## config.mk

```make
export PLATFORM = sky130hd
export DESIGN_NAME = regfile
export DESIGN_NICKNAME = d
export VERILOG_FILES = /design/src/rtl/regfile.sv
export SDC_FILE = /design/constraint.sdc
export NUM_CORES = 2
export LEC_CHECK = 0
export CELL_PAD_IN_SITES_DETAIL_PLACEMENT = 1
export CELL_PAD_IN_SITES_GLOBAL_PLACEMENT = 2
export CORE_MARGIN = 2
export CORE_UTILIZATION = 40
export DETAILED_ROUTE_END_ITERATION = 10
export GPL_TIMING_DRIVEN = 0
export MAX_ROUTING_LAYER = met4
export PLACE_DENSITY = 0.8
export SLEW_MARGIN = 30
export SYNTH_ARGS = -nofsm -noshare
export SYNTH_HDL_FRONTEND = slang
export SYNTH_SLANG_ARGS = --single-unit
```

## constraint.sdc

```tcl
create_clock -name clk -period 3.66 [get_ports clk]
set_input_delay 0.732 -clock clk [delete_from_list [all_inputs] [get_ports clk]]
set_output_delay 0.732 -clock clk [all_outputs]
set_load 0.03 [all_outputs]
```

## src/rtl/regfile.sv

```systemverilog
// MIPS general-purpose register file: 32 x 32-bit, one write port, two
// combinational read ports with same-cycle write-to-read bypass.
// Optional debug port and write counter enabled by defining REGFILE_DEBUG_EN.
module regfile #(
    parameter int DATA_W   = 32,
    parameter int ADDR_W   = 5,
    parameter int NUM_REGS = 32
) (
    input  logic              clk,
    input  logic              rst,
    input  logic              we,
    input  logic [ADDR_W-1:0] waddr,
    input  logic [DATA_W-1:0] wdata,
    input  logic              re1,
    input  logic [ADDR_W-1:0] raddr1,
    output logic [DATA_W-1:0] rdata1,
    input  logic              re2,
    input  logic [ADDR_W-1:0] raddr2,
    output logic [DATA_W-1:0] rdata2
`ifdef REGFILE_DEBUG_EN
    ,
    input  logic [ADDR_W-1:0] dbg_addr,
    output logic [DATA_W-1:0] dbg_data,
    output logic [31:0]       wr_count
`endif
);

    localparam logic [DATA_W-1:0] ZERO_WORD = '0;

    logic [NUM_REGS-1:0][DATA_W-1:0] regs;
    logic                            wr_commit;

    // A write only lands when enabled and not aimed at $zero.
    assign wr_commit = we && (waddr != '0);

    // Storage: entry 0 is never written, so $zero stays zero.
    always_ff @(posedge clk or negedge rst) begin
        if (!rst) begin
            regs <= '0;
        end else if (wr_commit) begin
            regs[waddr] <= wdata;
        end
    end

    // Read port 1: reset, enable and $zero mask, then bypass, then storage.
    always_comb begin
        rdata1 = ZERO_WORD;
        if (rst && re1 && (raddr1 != '0)) begin
            if (we && (waddr == raddr1)) rdata1 = wdata;
            else                         rdata1 = regs[raddr1];
        end
    end

    // Read port 2: identical priority to port 1.
    always_comb begin
        rdata2 = ZERO_WORD;
        if (rst && re2 && (raddr2 != '0)) begin
            if (we && (waddr == raddr2)) rdata2 = wdata;
            else                         rdata2 = regs[raddr2];
        end
    end

`ifdef REGFILE_DEBUG_EN
    // Debug read samples storage before this edge's write; entry 0 is always zero.
    always_ff @(posedge clk or negedge rst) begin
        if (!rst) dbg_data <= '0;
        else      dbg_data <= regs[dbg_addr];
    end

    // Count committed writes; wraps naturally at 32 bits.
    always_ff @(posedge clk or negedge rst) begin
        if (!rst)           wr_count <= '0;
        else if (wr_commit) wr_count <= wr_count + 32'd1;
    end
`endif

endmodule
```

## Word-level counts from Yosys, hierarchy flattened

Cells that the tools add are included.

| word-level totals | value |
|---|---|
| bits in registers | 1,024 |
| input bits | 52 |
| output and inout bits | 64 |
| logic and storage cells | 60 |

| operators by class | value |
|---|---|
| $lt $le $gt $ge | 4 |
| equal/unequal tests | 2 |
| multiplexer cells | 11 |
| reduce and logical (&&, ||, !) cells | 11 |

Operators by type and width:

| cell | number |
|---|---|
| 1024-bit bitwise mux | 1 |
| 32-bit binary-select mux with 5-bit select | 2 |
| 32-bit 2-to-1 mux | 7 |
| 32-bit demux with 5-bit select | 1 |
| 5-bit by 6-bit less-than comparator with 1-bit output, second input constant | 3 |
| 5-bit nonzero test | 3 |
| 5-bit == test | 2 |
| 1-bit logical AND | 8 |
| 5-bit by 1-bit greater-or-equal comparator with 1-bit output, second input constant | 1 |

## Depth between registers and ports, before layout

| depth | value |
|---|---|
| depth in word-level cells | 5 |
| mapped depth | 9 |
| depth with buffers taken out | 4 |

## Worst setup path after synthesis

OpenSTA, ideal clock, no wires.

| path | value |
|---|---|
| path type | input port to output port |
| start | input raddr2[1] |
| end | output rdata2[2] |
| arrival time | 2.833 ns |
| required time | 2.928 ns |
| slack | 0.095 ns |
| stages | 7 |
| buffers on the path | 4 |
| cells stage by stage | buf_2 -> buf_2 -> buf_2 -> buf_2 -> mux4_2 -> o22ai_1 -> o41ai_1 |

| between the ends | value |
|---|---|
| word-level cells in the longest chain between the ends | 4 |
| elaborated cells on any way between the ends | 8 |
| those cells by class | eq/ne: 1; mux: 4; reduce/logical: 3 |

RTL lines:

| item | line | source |
|---|---|---|
| start, declared | 18 | `input logic [ADDR_W-1:0] raddr2,` |
| 32-bit binary-select mux with 5-bit select / 5-bit == test (equally long branches) | 59, 58 |  |
| 32-bit 2-to-1 mux (not written as such) / 1-bit logical AND (equally long branches) | 59, 58 |  |
| 32-bit 2-to-1 mux | 58 | `if (we && (waddr == raddr2)) rdata2 = wdata;` |
| 32-bit 2-to-1 mux (*) | 57 | `if (rst && re2 && (raddr2 != '0)) begin` |
| end, declared | 19 | `output logic [DATA_W-1:0] rdata2` |

Every way passes the cells marked *; elsewhere a longest branch is shown, timed or not. The select of a mux whose other input is x is not followed.

## Final worst setup path

| path | value |
|---|---|
| start | input raddr2[0] |
| end | output rdata2[3] |

Same word-level chain as after synthesis.

==> results.toml <==
[route]
drcViolationCount = 0
wire_per_inst_microns = 37.09
vias_per_cell = 6.522
vias = 37070
postRouteAntennaNets = 0
first_pass_iters = 5
drt-total-wl_microns = 210800
drtIter0Drc = 4164

[synth]
synthCells = 3543
synth_fa_ha_area_frac = 0
synth_compound_area_frac = 0.03415
ys_ff_latch = 1024
netlist_area_sq_um = 54880
synth_ff_type = "dfrtp_1"
synth_fp_nets = 3595
synth_edf_count = 0
yosysSeqAreaShare = 0.4669
yosysWarnings = 0
synthMuxAreaShare = 0.4441
synth-simple-area-share = 0.01778
synthArstFlopShare = 1.000
ys_types = 46
synth_top_family_by_area = "multiplexers"
syn_area_per_cell_sq_um = 15.49
synth_xor_area_frac = 0.001596

[sta]
period_share = 1.027
hold_viol_final = 0
skew_ns = 0
setup_viol = 27
slew_violations = 0
whs_ns = 0.1020
fin_ws_ns = -0.1003
rsz0062_at_grt = "true"
post-route-min-period_ns = 3.760
slew_headroom = 0.3327
worstMarginPinSlew_ns = 1.001
fmax_mhz = 265.9

[clocking]
clk_pin_slew_worst_paths_ns = 0.06
cts_root_buffer = "clkbuf_16"
insertion_delay_ns = 0.74
cts_tree = "built"
numClockSinks = 1024
cts-hold-fix-buffers = 0
ctsHtreeMaxLevel = 3
cts_buffers = 113
cts_buffer_depth = 3

[die]
die-area_sq_um = 140200
die_h_microns = 374.4
die_w_microns = 374.4
initial_core_util = 0.4041
core-area_sq_um = 135800
design.portCount = 116
num_rows = 135

[layout]
layout_commonest_cell = "dfrtp_1"
final_cell_mix = "1,024 x dfrtp_1, 1,001 x mux2_2, 520 x mux4_2"
drive_gt1_frac = 0.5744
nets = 3851
regMostFlops = "regs"
largest_register_ffs = 1024
syn2layout_area_growth_pct = 18.87
top_regs = "regs (1024)"
final_core_util = 0.4804

[grt]
grt.total_usage = 0.3091
antenna_found_initial = 17
grt_start_max_net_pins = 125
overflow = 0
grt_pass1_vias = 39170
grt_pass1_wl_microns = 298700

[worst_setup_path]
critPathMaxFanout = 10
worst-r2r-cell-count = 1
setup.worst_path.start_class = "input port"
rrSetupSlack_ns = 2.82
critPathRequiredTime_ns = 2.93
crit_type = "in2out"
r2r-end = "regs[408]"
critical_path_arrival_ns = 3.03
rr_startpoint = "regs[408]"
cp-end-kind = "output pin"

[placement]
gp_congestion = 0.9559
port_buffers = 104
dp_hpwl_microns = 150300

[pwr]
peakVddDrop_mv = 0.4072
power.density_nw_per_um2 = 542.4
leakage_nw = 27.55

[min_path]
hp-class = "in2async"

[status]
violations = "setup timing"
outcome = "finished with violations"

[job]
drv_cap = 0
==> repair_timing <==
action	in CTS	in global routing
gates resized for setup	860	102
endpoints found under the setup margin	64	53
gates cloned	12	1
buffers inserted	19	2
pin swaps	25	31
==> metrics by stage <==
stage | setup slack [ns] | power [mW] | TNS [ns] | cell area (sq um) | instances
after global placement | -47.42 | 22.31 | - | 58150 | 5428
after detailed placement | -2.500 | 22.69 | -133.16 | 58440 | 5437
after global routing | -0.09133 | 36.45 | -1.136 | 65220 | 5679
final | -0.1003 | 35.38 | -0.9247 | 65240 | 5684
after floorplan | 0.09465 | 19.86 | 0 | 54880 | 3543
after CTS | -0.07221 | 35.12 | -0.7410 | 65050 | 5670
==> metal layers <==
| metal | vias up | wire length, microns | part of all wire | GRT usage |
|---|---|---|---|---|
| met5 | - | 0 | 0 | - |
| met4 | 0 | 10880 | 0.052 | 0.1432 |
| met3 | 467 | 16580 | 0.079 | 0.05806 |
| met2 | 1794 | 97950 | 0.46 | 0.4671 |
| met1 | 20430 | 85430 | 0.41 | 0.4050 |
| li1 | 14390 | - | - | - |
==> power breakdown <==
group          switching (mW)  internal (mW)  leakage [nW]  total (mW)
Combinational            3.84           4.55          12.5        8.39
Clock                    5.01           6.83          1.90        11.8
Sequential               1.67           13.5          13.1        15.1
Total                    10.5           24.9          27.6        35.4
==> cells in the mapped netlist, types with 4 or more instances <==
library cell / number / area (sq um)
dfrtp_1: 1024 / 25620
mux2_2: 1015 / 11430
mux4_2: 520 / 11710
clkbuf_1: 214 / 803.3
buf_2: 117 / 585.6
mux2i_1: 114 / 1141
nand2_1: 97 / 364.1
buf_1: 63 / 236.5
nand4_1: 39 / 244.0
a211oi_1: 32 / 240.2
o22ai_1: 32 / 200.2
a221oi_1: 30 / 262.8
a22o_1: 30 / 262.8
o221ai_1: 30 / 262.8
o2111ai_1: 27 / 236.5
a32o_1: 26 / 260.3
nor2_1: 26 / 97.59
buf_6: 18 / 202.7
buf_4: 15 / 112.6
nor2b_1: 9 / 56.30
mux2_1: 8 / 90.09
nand3b_1: 6 / 45.04
o41ai_1: 6 / 52.55
xnor2_1: 6 / 52.55
and2_1: 4 / 25.02
nor3b_1: 4 / 30.03
xor2_1: 4 / 35.03
==> final cells by class <==
type	count	area [sq um]
fill	12980	70570
clock inverter	43	394.1
sequential	1024	25620
clock buffer	164	3402
antenna	12	30.03
multi-input combinational	2091	28760
inverter	1	7.507
buffer	421	3129
tap	1781	2228
timing repair buffer	147	1663
==> how the worst max path moves through the flow <==
stage                         start    endpoint  slack, ns  depth (start not counted)
final                     raddr2[0]   rdata2[3]      -0.10                          9
after global routing      raddr2[0]   rdata2[4]      -0.09                          9
after CTS                 raddr2[0]  rdata2[26]      -0.07                          8
after detailed placement        rst  rdata1[31]      -2.50                         10
after global placement          rst  rdata2[18]     -47.42                          5
after floorplan           raddr2[1]   rdata2[2]       0.09                          7
==> logic make-up after synthesis <==
family / count (synthesis)
simple gates: 200
xor+xnor: 10
mux: 1657
buf+inv: 428
compound gates: 224
flops: 1024
==> worst max-delay path, cell delays in order <==
cell             delay, ns
buf_6                 0.14
buf_12                0.15
buf_16                0.19
buf_16                0.19
mux4_2                0.53
nand2_1               0.11
o2111ai_2             0.26
a32o_1                0.35
clkdlybuf4s15_2       0.29
Power figures use the tool's default switching activity.
